File: config.mk
export PLATFORM = sky130hd
export DESIGN_NAME = multicyc_ctrl
export DESIGN_NICKNAME = d
export VERILOG_FILES = /design/src/rtl/multicyc_ctrl.sv
export SDC_FILE = /design/constraint.sdc
export NUM_CORES = 1
export LEC_CHECK = 0
export ABC_AREA = 1
export BUFFER_PORTS_ARGS = -buffer_cell sky130_fd_sc_hd__clkbuf_2
export CORE_AREA = 2 2 162 164
export DETAILED_ROUTE_END_ITERATION = 6
export DIE_AREA = 0 0 164 166
export GPL_TIMING_DRIVEN = 0
export MAX_ROUTING_LAYER = met4
export PLACE_DENSITY = 0.64
export RECOVER_POWER = 25
export SLEW_MARGIN = 20
export SYNTH_ARGS = -nofsm -noshare
export SYNTH_HDL_FRONTEND = slang
export SYNTH_SLANG_ARGS = --single-unit
File: constraint.sdc
create_clock -name clk -period 1.4 [get_ports clk]
set_input_delay 0.14 -clock clk [delete_from_list [all_inputs] [get_ports clk]]
set_output_delay 0.14 -clock clk [all_outputs]
set_load 0.005 [all_outputs]
File: src/rtl/multicyc_ctrl.sv
// multicyc_ctrl: dual-lane in-order scheduler and HI/LO owner for the multicycle unit.
// Define MULTICYC_CTRL_FWD_EN to forward the committing result to readers and chain lane 1 a cycle early.
module multicyc_ctrl #(
    parameter int          OP_W     = 8,
    parameter logic [63:0] HILO_RST = 64'h0
) (
    input  logic                 clk,
    input  logic                 rst,
    input  logic [1:0]           lane_req_valid,
    input  logic [1:0][OP_W-1:0] lane_op,
    input  logic [1:0][31:0]     lane_reg0,
    input  logic [1:0][31:0]     lane_reg1,
    output logic [1:0]           lane_stall,
    output logic [1:0]           lane_done,
    input  logic                 flush,
    output logic                 unit_req_valid,
    output logic [OP_W-1:0]      unit_req_op,
    output logic [31:0]          unit_req_reg0,
    output logic [31:0]          unit_req_reg1,
    output logic [63:0]          unit_req_hilo,
    input  logic                 unit_ready,
    input  logic                 unit_valid,
    input  logic [63:0]          unit_hilo,
    output logic [63:0]          hilo_rdata,
    output logic                 busy
);
    localparam logic [1:0] IDLE = 2'd0, ISSUE = 2'd1, WAIT = 2'd2, DRAIN = 2'd3;
    logic [1:0]      state, state_nx;
    logic [63:0]     hilo;
    logic            sel, pick, pick_lane, commit, chain, stall0;
    logic [OP_W-1:0] op_q;
    logic [31:0]     reg0_q, reg1_q;
    assign commit = (state == WAIT) & unit_valid & ~flush;
`ifdef MULTICYC_CTRL_FWD_EN
    assign chain      = commit & ~sel & lane_req_valid[1];
    assign hilo_rdata = commit ? unit_hilo : hilo;
`else
    assign chain      = 1'b0;
    assign hilo_rdata = hilo;
`endif
    // The done cycle blocks selection so the retiring lane's still-high request is not re-issued.
    assign pick      = ((state == IDLE) & ~flush & (lane_done == 2'b00) & (|lane_req_valid)) | chain;
    assign pick_lane = chain | ~lane_req_valid[0];
    always_comb begin
        state_nx = state;
        case (state)
            IDLE:    state_nx = pick ? ISSUE : IDLE;
            ISSUE:   state_nx = flush ? IDLE : (unit_ready ? WAIT : ISSUE);
            WAIT:    state_nx = unit_valid ? (pick ? ISSUE : IDLE) : (flush ? DRAIN : WAIT);
            default: state_nx = unit_valid ? IDLE : DRAIN;
        endcase
    end
    always_ff @(posedge clk) begin
        if (rst) begin
            state     <= IDLE;
            hilo      <= HILO_RST;
            sel       <= 1'b0;
            op_q      <= '0;
            reg0_q    <= '0;
            reg1_q    <= '0;
            lane_done <= 2'b00;
        end else begin
            state     <= state_nx;
            lane_done <= commit ? (sel ? 2'b10 : 2'b01) : 2'b00;
            if (commit) hilo <= unit_hilo;
            if (pick) begin
                sel    <= pick_lane;
                op_q   <= lane_op[pick_lane];
                reg0_q <= lane_reg0[pick_lane];
                reg1_q <= lane_reg1[pick_lane];
            end
        end
    end
    assign unit_req_valid = (state == ISSUE) & unit_ready & ~flush;
    assign unit_req_op    = (state == ISSUE) ? op_q : '0;
    assign unit_req_hilo  = (state == ISSUE) ? hilo : '0;
    assign unit_req_reg0  = reg0_q;
    assign unit_req_reg1  = reg1_q;
    assign stall0         = lane_req_valid[0] & ~lane_done[0];
    assign lane_stall     = {(lane_req_valid[1] & ~lane_done[1]) | stall0, stall0};
    assign busy           = state != IDLE;
endmodule

==> run metrics <==
final hold slack=0.0699 ns; failing checks=negative setup slack; combinational share of power=0.204; overflow left after global routing=0; Initial Util=0.258; antenna violations before repair=1; distinct cell type count after synthesis=19; Die Wd=164 microns; Peak Freq=569 MHz; fin. max-slew vios=0; Crit. End Element=output pin; total power=11,000 uW; worst-path maximum fanout=5; clk_lat worst skew=0.42 ns; Iter 0 DRT Violations=454; H-tree depth=4; synthesized instance count=1,022; die area=27,200 sq um; largest net degree at the start of global routing=17; row count=59; crit start category=flop; dpl hpwl=21,300 microns; post-synthesis area per instance=6.46 sq um; Post-Syn Nets=1,237; Clock Skew=0.0125 ns; Worst Tran Pin Value=0.832 ns; Routed Antenna Nets=0; CTS tree=yes; FF-to-FF Start=state[0]; final worst slack=-0.358 ns; core area=25,600 sq um; IO Pins=421; CTS Root Cell=clkbuf_16; clock share of power=0.404; WS Path Type=flop to output pin; sequential power share=0.392; required time worst endpoint=1.26 ns; Reg clk slew, reported paths=0.06 ns; switch share=0.287; vias per inst=4.38; DR WL/cell=15.7 microns; RSZ-0062 raised after global routing=true; fillers=2,501; vias in the first global route=8,132; WL final=30,400 microns; DR pass1 iterations=5; min Tclk post-route=1.76 ns; most frequent cells in the layout=clkbuf_2 (387), nor2_1 (308), nand2_1 (200); maximum VDD drop=0.674 mV; Worst EP arrival=1.62 ns; dpl ws=-0.487 ns; worst reg2reg path depth=13; register area share after synthesis=0.428; Psw=3170 uW; gp weighted congestion=0.886; reg-to-reg endpoint=unit_req_reg1[19]; Post-Syn Area=6600 sq um; R2R setup slack=-0.34 ns; internal power=7880 uW; Layout area overhead=81.9%; CTS Sinks=141; nets=1,797; max_cap viols=0; status=finished, violations left; Max-slew headroom=0.445; Final period util=1.26; Final Hold Fails=0; CTS Buf Count=17; PwrDens=921 nW/um^2; layout cells sized above 1=0.407; post-synthesis register bit count=141; Leakage Power=0.00574 uW; CTS max path bufs=2; hold worst-path end=unit_req_reg0[3]; first-pass GRT wire length=44,000 microns; Vias=8,458; # setup viols final=211; commonest non-fill, non-tap cell in the layout=clkbuf_2; chip height=166 microns; HP Start=lane_reg0[35]; PortBufs=420; Min-Delay Path Class=primary input to flop; hold depth=5; yosys warns=0; Remaining DRCs=0; total routing usage reported by global routing=0.218
## cell type report
cell class,count,area [sq um],share of cell area
well taps,335,419,0.0349
plain buffers,67,667,0.0556
clock buffers,19,443,0.0369
multi-input cells,728,3580,0.298
diodes,1,2.50,0.000209
repair buffers,539,3560,0.296
flip-flops and latches,141,2830,0.236
repair inverters,2,23.8,0.00198
inverters,86,349,0.0291
clock inverters,13,130,0.0108
## kinds of logic after synthesis
| kind of cell | Yosys count | share of synthesized area |
|---|---|---|
| AND/OR/NAND/NOR | 587 | 0.337 |
| buffers and inverters | 153 | 0.101 |
| flip-flops | 141 | 0.428 |
| AO/OA/AOI/OAI | 141 | 0.135 |
## what timing repair did
item	4_1_cts	5_1_grt
resized for setup	220	131
endpoints found under the setup margin	167	212
hold endpoints to repair	67	0
gates cloned	22	3
setup buffers	28	10
pin swaps	43	51
hold buffers	66	0
## synth_stat cells, drive strengths merged
| cell | count | share of area |
|---|---|---|
| a21oi | 2 | 0.0015 |
| buf | 39 | 0.036 |
| inv | 86 | 0.049 |
| o21ai | 66 | 0.050 |
| nand3 | 4 | 0.0038 |
| o21bai | 1 | 0.0011 |
| nor2 | 353 | 0.20 |
| clkbuf | 28 | 0.016 |
| nand2 | 228 | 0.13 |
| a21boi | 72 | 0.082 |
| dfxtp | 141 | 0.43 |
| nor3 | 2 | 0.0015 |
## power by group through the flow
| stage | sequential (uW) | clock, uW | combinational [uW] |
|---|---|---|---|
| 5_1_grt | 4360 | 4740 | 2480 |
| 4_1_cts | 4330 | 4580 | 2230 |
| 3_3_place_gp | 4410 | 0 | 1580 |
| 3_5_place_dp | 4420 | 0 | 1590 |
| 6_report | 4330 | 4460 | 2250 |
| 2_1_floorplan | 4420 | 0 | 784 |
## routing by layer
| metal | GRT usage | part of all wire | up-vias |
|---|---|---|---|
| met1 | 0.225 | 0.38 | 3854 |
| met4 | 0.0763 | 0.027 | 0 |
| met5 | - | 0 | - |
| li1 | - | - | 4226 |
| met3 | 0.0532 | 0.067 | 48 |
| met2 | 0.397 | 0.52 | 330 |
## worst max-delay path by stage
stage / start / endpoint / slack [ns] / cells after the start
finish: state[1] / unit_req_hilo[12] / -0.36 / 6
global route: state[0] / unit_req_hilo[57] / -0.43 / 6
CTS: state[0] / unit_req_hilo[57] / -0.38 / 6
detailed placement: lane_req_valid[0] / unit_req_reg0[29] / -0.49 / 8
global placement: lane_req_valid[0] / unit_req_reg0[29] / -0.46 / 8
floorplan: state[0] / hilo_rdata[0] / 0.23 / 6
## per-stage QoR
stage,cell area [sq um],util,TNS (ns),instances
2_1_floorplan,6600,-,0,1022
3_3_place_gp,9120,0.356,-27.02,1777
3_5_place_dp,9120,0.356,-30.53,1777
4_1_cts,11700,0.458,-58.67,1925
5_1_grt,12000,0.468,-66.81,1931
6_report,12000,0.468,-50.76,1931
## critical path, cell delays in order (launching register included)
cell	delay [ns]
dfxtp_4	0.36
nor2_4	0.19
clkinvlp_4	0.13
buf_6	0.15
clkbuf_16	0.17
nor2_4	0.08
clkbuf_2	0.13
## registers in the layout (all words and copies together), names as in the netlist
name and cells:
op_q 8, unit_req_reg0 32, sel 1, unit_req_reg1 32
hilo_rdata 64, lane_done 2, state 2
(Power assumes the default switching activity.)
